**src/rtl/rapid_pkg.sv**
```systemverilog
// Shared NOVA front-end constants and the fetch-to-decode entry payload.
package rapid_pkg;

    localparam int unsigned RAPID_XLEN   = 32;
    localparam logic [31:0] RESET_VECTOR = 32'h0000_1000;
    localparam logic [31:0] NOP_INSTR    = 32'h0000_0013;

    typedef struct packed {
        logic                  valid;
        logic [RAPID_XLEN-1:0] pc;
        logic [RAPID_XLEN-1:0] instr;
    } if_id_entry_t;

endpackage

```
**src/rtl/if_id_pipe_stage_stall_counter.sv**
```systemverilog
// Saturating up-counter used to count decode backpressure cycles.
module stall_counter #(
    parameter int unsigned W = 16
) (
    input  logic         clk,
    input  logic         rst_n,
    input  logic         inc,
    output logic [W-1:0] count
);

    logic [W-1:0] count_q;
    logic [W-1:0] count_d;

    always_comb begin
        count_d = count_q;
        if (inc && (count_q != {W{1'b1}})) begin
            count_d = count_q + W'(1);
        end
    end

    always_ff @(posedge clk or negedge rst_n) begin
        if (!rst_n) begin
            count_q <= '0;
        end else begin
            count_q <= count_d;
        end
    end

    assign count = count_q;

endmodule

```
**src/rtl/if_id_pipe_stage.sv**
```systemverilog
// Fetch-to-decode pipeline register with valid/ready handshake, flush and stall counter.
// Define IF_ID_SKID_EN for the two-entry skid buffer with a registered o_ready.
module if_id_pipe_stage
    import rapid_pkg::*;
#(
    parameter int unsigned     XLEN        = 32,
    parameter logic [XLEN-1:0] RESET_PC    = XLEN'(RESET_VECTOR),
    parameter int unsigned     STALL_CNT_W = 16
) (
    input  logic                   i_clk,
    input  logic                   i_reset_n,
    input  logic                   i_valid,
    output logic                   o_ready,
    input  logic [XLEN-1:0]        i_pc,
    input  logic [XLEN-1:0]        i_instruction,
    output logic                   o_valid,
    input  logic                   i_ready,
    output logic [XLEN-1:0]        o_pc,
    output logic [XLEN-1:0]        o_instruction,
    input  logic                   i_flush,
    output logic [STALL_CNT_W-1:0] o_stall_count
);

    typedef struct packed {
        logic            valid;
        logic [XLEN-1:0] pc;
        logic [XLEN-1:0] instr;
    } entry_t;

    localparam logic [XLEN-1:0] NOP_W   = XLEN'(NOP_INSTR);
    localparam entry_t          M_RESET = '{valid: 1'b0, pc: RESET_PC, instr: NOP_W};

    entry_t m_q;
    entry_t m_d;
    entry_t in_entry;
    logic   in_xfer;
    logic   out_xfer;

    assign in_entry = '{valid: 1'b1, pc: i_pc, instr: i_instruction};
    assign in_xfer  = i_valid && o_ready;
    assign out_xfer = m_q.valid && i_ready;

`ifdef IF_ID_SKID_EN
    localparam entry_t S_RESET = '{valid: 1'b0, pc: '0, instr: NOP_W};

    entry_t s_q;
    entry_t s_d;

    // Skid entry always drains into M before new input so order is preserved.
    always_comb begin
        m_d = m_q;
        s_d = s_q;
        if (i_flush) begin
            m_d.valid = 1'b0;
            m_d.instr = NOP_W;
            s_d.valid = 1'b0;
        end else if (!m_q.valid || out_xfer) begin
            if (s_q.valid) begin
                m_d       = s_q;
                s_d.valid = 1'b0;
            end else if (in_xfer) begin
                m_d = in_entry;
            end else begin
                m_d.valid = 1'b0;
            end
        end else if (in_xfer) begin
            s_d = in_entry;
        end
    end

    always_ff @(posedge i_clk or negedge i_reset_n) begin
        if (!i_reset_n) begin
            s_q <= S_RESET;
        end else begin
            s_q <= s_d;
        end
    end

    assign o_ready = !s_q.valid;
`else
    always_comb begin
        m_d = m_q;
        if (i_flush) begin
            m_d.valid = 1'b0;
            m_d.instr = NOP_W;
        end else if (in_xfer) begin
            m_d = in_entry;
        end else if (out_xfer) begin
            m_d.valid = 1'b0;
        end
    end

    // Single-entry mode: ready looks through to decode when M is occupied.
    assign o_ready = !m_q.valid || i_ready;
`endif

    always_ff @(posedge i_clk or negedge i_reset_n) begin
        if (!i_reset_n) begin
            m_q <= M_RESET;
        end else begin
            m_q <= m_d;
        end
    end

    assign o_valid       = m_q.valid;
    assign o_pc          = m_q.pc;
    assign o_instruction = m_q.instr;

    stall_counter #(
        .W (STALL_CNT_W)
    ) u_stall_counter (
        .clk   (i_clk),
        .rst_n (i_reset_n),
        .inc   (m_q.valid && !i_ready),
        .count (o_stall_count)
    );

endmodule

```
**config.mk**
```make
export PLATFORM = sky130hd
export DESIGN_NAME = if_id_pipe_stage
export DESIGN_NICKNAME = d
export VERILOG_FILES = /design/src/rtl/rapid_pkg.sv /design/src/rtl/if_id_pipe_stage_stall_counter.sv /design/src/rtl/if_id_pipe_stage.sv
export SDC_FILE = /design/constraint.sdc
export NUM_CORES = 1
export LEC_CHECK = 0
export ABC_AREA = 1
export ABC_CLOCK_PERIOD_IN_PS = 2900
export CAP_MARGIN = 20
export CORE_ASPECT_RATIO = 0.5
export CORE_UTILIZATION = 45
export CTS_CLUSTER_DIAMETER = 200
export DETAILED_ROUTE_END_ITERATION = 7
export PLACE_DENSITY = 0.87
export SETUP_SLACK_MARGIN = 0.2
export SLEW_MARGIN = 20
export SYNTH_ARGS = -nofsm -noshare
export SYNTH_HDL_FRONTEND = slang
export SYNTH_SLANG_ARGS = --single-unit
```
**constraint.sdc**
```tcl
create_clock -name i_clk -period 2.9 [get_ports i_clk]
set_clock_uncertainty 0.05 [all_clocks]
set_input_delay 0.725 -clock i_clk [delete_from_list [all_inputs] [get_ports i_clk]]
set_output_delay 0.725 -clock i_clk [all_outputs]
set_load 0.02 [all_outputs]
```
==> flow_metrics.py, run 1 <==
metrics = {
    "status": {
        "status": "finished, violations left",
        "violations": "DRC",
    },
    "global_routing": {
        "grt_pass1_vias": 3069,
        "gr-total-overflow": 0,
        "grt_max_degree": 42,
        "grt_antenna_before_repair": 0,
        "grt_pass1_wl_um": 15100,
        "grt_usage": 0.247,
    },
    "synth": {
        "netlist.area_leader.share": 0.561,
        "yosysMostFrequentCell": "nand2_1",
        "syn_avg_cell_area_um2": 9.33,
        "ys_ff_latch": 81,
        "synth_commonest_cells": "nand2_1, dfrtp_1, a22o_1",
        "synth-async-reset-ratio": 1.00,
        "synth_ff_type": "dfrtp_1",
        "yosysWarnings": 0,
        "synth-seq-area-share": 0.592,
        "syn_inst": 368,
        "synthTopCellsByArea": "dfrtp_1, nand2_1, a22o_1",
        "synth_edf_count": 0,
        "synth.largest_area_cell": "dfrtp_1",
        "syn_nets": 438,
        "synth_cell_types": 24,
        "synth_area_mm2": 0.00343,
    },
    "critical_path": {
        "crit_fanout": 2,
        "slowest_stage": "clkdlybuf4s50_1",
        "critical_path.startpoint": "i_ready",
        "reg2reg_from": "u_stall_counter.count[0]$_DFFE_PN0P_",
        "arrival_ns": 1.66,
        "endpoint_kind": "primary output",
        "slowest_delay_ns": 0.49,
        "cp.required_ns": 2.12,
        "cp-start-kind": "primary input",
        "crit_type": "in2out",
        "crit_path_cell_trace": "clkdlybuf4s50_1, inv_2, nand2_4, dlygate4sd2_1",
    },
    "floorplanning": {
        "die_w_um": 126,
        "fp.coreArea_mm2": 0.00735,
        "die_area_mm2": 0.00800,
        "start_util": 0.467,
        "chipHeight_um": 63.8,
        "fp-row-count": 22,
        "ios": 151,
    },
    "detailed_routing": {
        "drc": 5,
        "drt-total-wl_um": 9400,
        "dr.pass1.iters": 6,
        "post_drt_wl_per_cell_um": 15.1,
        "dr_total_vias": 3106,
        "vias_per_cell": 4.98,
        "drtAntennaViolNets": 0,
        "drt-initial-drc-count": 259,
    },
    "power_and_ir_drop": {
        "leakage_nw": 2.49,
        "power_mw": 3.17,
        "powerDensity_mw_per_mm2": 594,
        "worst_ir_drop_vdd_mv": 0.392,
    },
    "placement": {
        "dp.cells": 608,
        "gp_congestion": 0.851,
        "io_buffers": 150,
        "post-place-ws_ns": 0.196,
        "placed_cell_area_mm2": 0.00503,
        "place.detailed.hpwl_um": 6720,
    },
    "job": {
        "timing.max_cap.violations": 0,
    },
    "timing": {
        "max-slew-margin-rel": 0.612,
        "fin_tns_setup_ns": 0,
        "holdWs_ns": 0.311,
        "setup_violations": 0,
        "grt_setup_unrepaired": "no",
        "drv_slew": 0,
        "fin_crit_ns": 2.44,
        "worst_slack_ns": 0.460,
        "period_share": 0.841,
        "max_freq_mhz": 410,
        "worstMarginPinSlew_ns": 0.581,
        "hold_viol": 0,
    },
    "clock_network": {
        "path_clk_slew_ns": 0.06,
        "clock_path_buffers": 2,
        "numCtsBuffers": 9,
        "clk_latency_ns": 0.34,
        "cts_sinks": 81,
        "cts_max_level": 3,
        "cts_root_buffer": "clkbuf_16",
        "cts_hold_buf": 0,
        "cts_tree": "built",
    },
    "layout": {
        "final_core_utilization": 0.726,
        "nFillCells": 545,
        "layout-drive-gt1-share": 0.0947,
        "fin_nets": 593,
        "antennaDiodeCount": 0,
        "areaGrowthSynthToFinish_pct": 55.6,
        "design_area_mm2": 0.00534,
        "final-instance-count-excl-fill": 624,
    },
    "min_path": {
        "hold_class": "in2async",
    },
}
==> kinds of logic after synthesis <==
logic type                 Yosys count  share of synthesized area
AOI/OAI and AO/OA                   37                     0.0889
adders and majority gates            1                    0.00365
xor gates and xnor gates             2                    0.00510
DFF                                 81                      0.592
and+or+nand+nor                    211                      0.264
buffers and inverters               36                     0.0467
==> critical path: cells and delay by family <==
family                 cells  cell delay [ns]
buffers and inverters      3             0.88
and+or+nand+nor            1             0.06
==> state kept, by name, indices dropped and copies added, names as in the netlist <==
register and cells:
u_stall_counter.count 16, o_pc 32, o_valid 1, o_instruction 32
==> cell type report <==
| type | count | area [um^2] | share of cell area |
|---|---|---|---|
| inverters | 23 | 86.3 | 0.0162 |
| flip-flops and latches | 81 | 2030 | 0.381 |
| multi-input cells | 251 | 1240 | 0.233 |
| repair buffers | 157 | 1550 | 0.290 |
| clock buffers | 11 | 253 | 0.0473 |
| clock inverters | 5 | 53.8 | 0.0101 |
| well taps | 96 | 120 | 0.0225 |
==> report_power, final <==
part           switching (mW)  internal [mW]
combinational           0.345          0.349
sequential             0.0829           1.25
clock                   0.437          0.710
total                   0.865           2.31
==> routing by layer <==
metal | global-route usage | vias to the layer above | wire, um
li1 | - | 1488 | -
met1 | 0.306 | 1499 | 3990
met2 | 0.417 | 99 | 4750
met3 | 0.0586 | 20 | 415
met4 | 0.113 | 0 | 241
met5 | 0 | - | 0
==> repair_timing <==
item,4_1_cts,5_1_grt
endpoints found under the setup margin,1,0
resized for setup,1,0
buffers inserted,0,0
==> worst paths after layout <==
check	cells past startpoint	slack (ns)	to
max	4	0.46	o_ready
min	1	0.31	o_pc[4]$_DFFE_PN0P_
max reg2reg	6	1.32	u_stall_counter.count[2]$_DFFE_PN0P_
min reg2reg	2	0.41	o_pc[12]$_DFFE_PN1P_
max in group asynchronous	2	1.77	o_instruction[4]$_DFFE_PN1P_
min in group i_clk	2	0.41	o_pc[12]$_DFFE_PN1P_
==> layout by cell type (no fill, tap or decap), drive strengths merged <==
| cell type | count |
|---|---|
| inv | 23 |
| bufinv | 1 |
| a22o | 29 |
| ha | 1 |
| nand3b | 4 |
| o22a | 3 |
| dfstp | 4 |
| nor2 | 28 |
| dfrtp | 77 |
| nand4 | 7 |
| dlygate4sd2 | 1 |
| xnor2 | 2 |
| clkdlybuf4s50 | 148 |
| a21oi | 1 |
| clkbuf | 11 |
| nand2 | 164 |
| nand3 | 8 |
| buf | 8 |
| o21ai | 4 |
| clkinv | 4 |
Power figures use the tool's default switching activity.
==> run 2, diff against run 1 <==
ABC_CLOCK_PERIOD_IN_PS = 2100   (was 2900)
CORE_UTILIZATION = 38   (was 45)
PLACE_DENSITY = 0.79   (was 0.87)
clock period = 2.1 ns   (was 2.9 ns; I/O delays follow)
==> run 2 against run 1 <==
Compared with the run above: the run now ends clean; combinational power is 32% higher; first-iteration DRC count is 41% lower; clock-buffer cell count is 1 lower; sequential power is 38% higher; global-route usage is 3.7 points lower; wire length is 0.36% higher; setup slack worse by 0.26 ns; worst hold slack worse by 0.27 ns; sequential share of layout area is 0.85 points lower; register-to-register slack worse by 0.78 ns.
==> flow_metrics.py, run 2 (synthesis gave the netlist of run 1 again) <==
metrics = {
    "clock_network": {
        "path_clk_slew_ns": 0.06,
        "cts_sinks": 81,
        "post_cts.repair.setup_buffers": 0,
        "numCtsBuffers": 9,
        "clock_path_buffers": 2,
        "clk_latency_ns": 0.34,
        "cts_root_buffer": "clkbuf_16",
        "cts_hold_buf": 0,
        "cts_tree": "built",
        "cts_max_level": 3,
    },
    "timing": {
        "fin_tns_setup_ns": 0,
        "hold_viol": 0,
        "drv_slew": 0,
        "worstMarginPinSlew_ns": 0.348,
        "max_freq_mhz": 526,
        "max-slew-margin-rel": 0.768,
        "holdWs_ns": 0.0378,
        "grt_setup_unrepaired": "no",
        "fin_crit_ns": 1.90,
        "period_share": 0.906,
        "setup_violations": 0,
    },
    "detailed_routing": {
        "drt-initial-drc-count": 154,
        "vias_per_cell": 4.73,
        "drt-total-wl_um": 9430,
        "drtAntennaViolNets": 0,
        "post_drt_wl_per_cell_um": 14.6,
        "dr_total_vias": 3063,
        "dr.pass1.iters": 4,
        "drc": 0,
    },
    "critical_path": {
        "rr_worst_depth": 7,
        "reg2reg_slack_ns": 0.54,
        "cp-start-kind": "flip-flop",
        "crit_cells": 1,
        "crit_fanout": 2,
        "path_buf_inv": 1,
        "crit_type": "reg2out",
        "slowest_stage": "clkdlybuf4s50_1",
        "cp.required_ns": 1.52,
        "crit_family": "buffers and inverters",
        "slowest_delay_ns": 0.64,
        "crit_path_cell_trace": "clkdlybuf4s50_1",
        "endpoint_kind": "primary output",
        "critical_path.startpoint": "o_instruction[3]$_DFFE_PN0P_",
        "arrival_ns": 1.33,
        "reg2reg_to": "u_stall_counter.count[7]$_DFFE_PN0P_",
        "reg2reg_from": "u_stall_counter.count[0]$_DFFE_PN0P_",
    },
    "layout": {
        "layout_common_cells": "nand2_1, clkdlybuf4s50_1, dfrtp_1, dlymetal6s2s_1, a22o_1",
        "layout-drive-gt1-share": 0.0981,
        "nFillCells": 709,
        "fin_nets": 595,
        "final_core_utilization": 0.625,
        "antennaDiodeCount": 0,
        "areaGrowthSynthToFinish_pct": 59.1,
        "final_common_cell": "nand2_1",
        "design_area_mm2": 0.00546,
    },
    "power_and_ir_drop": {
        "p_sw_frac": 0.288,
        "power_frac_seq": 0.424,
        "p_clk_frac": 0.364,
        "worst_ir_drop_vdd_mv": 0.462,
        "combPwrFrac": 0.211,
        "p_int_mw": 3.08,
        "powerDensity_mw_per_mm2": 793,
        "leakage_nw": 3.13,
        "switchingPower_mw": 1.24,
        "power_mw": 4.33,
    },
    "floorplanning": {
        "die_area_mm2": 0.00944,
        "fp-row-count": 24,
        "fp.coreArea_mm2": 0.00874,
        "ios": 151,
        "chipHeight_um": 69.2,
        "start_util": 0.393,
        "die_w_um": 136,
    },
    "global_routing": {
        "grt_max_degree": 36,
        "grt_pass1_vias": 3064,
        "grt_pass1_wl_um": 15200,
        "grt_usage": 0.210,
        "grt_antenna_before_repair": 0,
        "gr-total-overflow": 0,
    },
    "job": {
        "timing.max_cap.violations": 0,
    },
    "status": {
        "status": "finished clean",
    },
    "placement": {
        "io_buffers": 150,
        "gp_congestion": 0.845,
        "place.detailed.hpwl_um": 6650,
        "placed_cell_area_mm2": 0.00510,
    },
    "min_path": {
        "hold_class": "in2async",
    },
}
## run 2: cell types whose count changed in the layout (fill, tap and decap cells not counted), sizes merged
cell,change
clkinvlp,+1
clkdlybuf4s50,-68
dlygate4sd2,+27
buf,+2
dlymetal6s2s,+40
## run 2: stage by stage
step / instances / setup slack [ns]
2_1_floorplan: 368 / 0.609
3_3_place_gp: 631 / -0.156
3_5_place_dp: 631 / -0.152
4_1_cts: 647 / 0.118
5_1_grt: 647 / 0.161
6_report: 647 / 0.197
## run 2: worst max-delay path by stage
stage                                           end  slack, ns
2_1_floorplan  u_stall_counter.count[4]$_DFFE_PN0P_       0.61
3_3_place_gp                                o_ready      -0.16
3_5_place_dp                                o_ready      -0.15
4_1_cts                                     o_ready       0.12
5_1_grt                            o_instruction[3]       0.16
6_report                           o_instruction[3]       0.20
## run 2: repair_timing
action | CTS | global route
gates resized for setup | 29 | 44
endpoints found under the setup margin | 29 | 67
hold endpoints to repair | 0 | 0
## run 2: area by class of cell
type                    count  area, um^2  area share
clock inverters             6        68.8      0.0126
clock buffers              10         229      0.0419
well taps                 117         146      0.0268
flip-flops and latches     81        2030       0.372
repair buffers            159        1650       0.302
inverters                  23        88.8      0.0163
multi-input cells         251        1240       0.228
## run 2: metal layers
layer	GRT usage	share of wire	vias up
met3	0.0548	0.034	16
met4	0.0654	0.018	0
met1	0.257	0.42	1481
met2	0.361	0.53	70
met5	0	0	-
li1	-	-	1496
## run 2: power groups by stage
stage / Combinational [mW] / Sequential, mW / Clock [mW]
detailed placement: 0.974 / 1.86 / 0
global route: 0.987 / 1.86 / 1.69
floorplan: 0.219 / 2.05 / 0
finish: 0.915 / 1.84 / 1.58
CTS: 0.938 / 1.84 / 1.61
global placement: 0.959 / 1.86 / 0
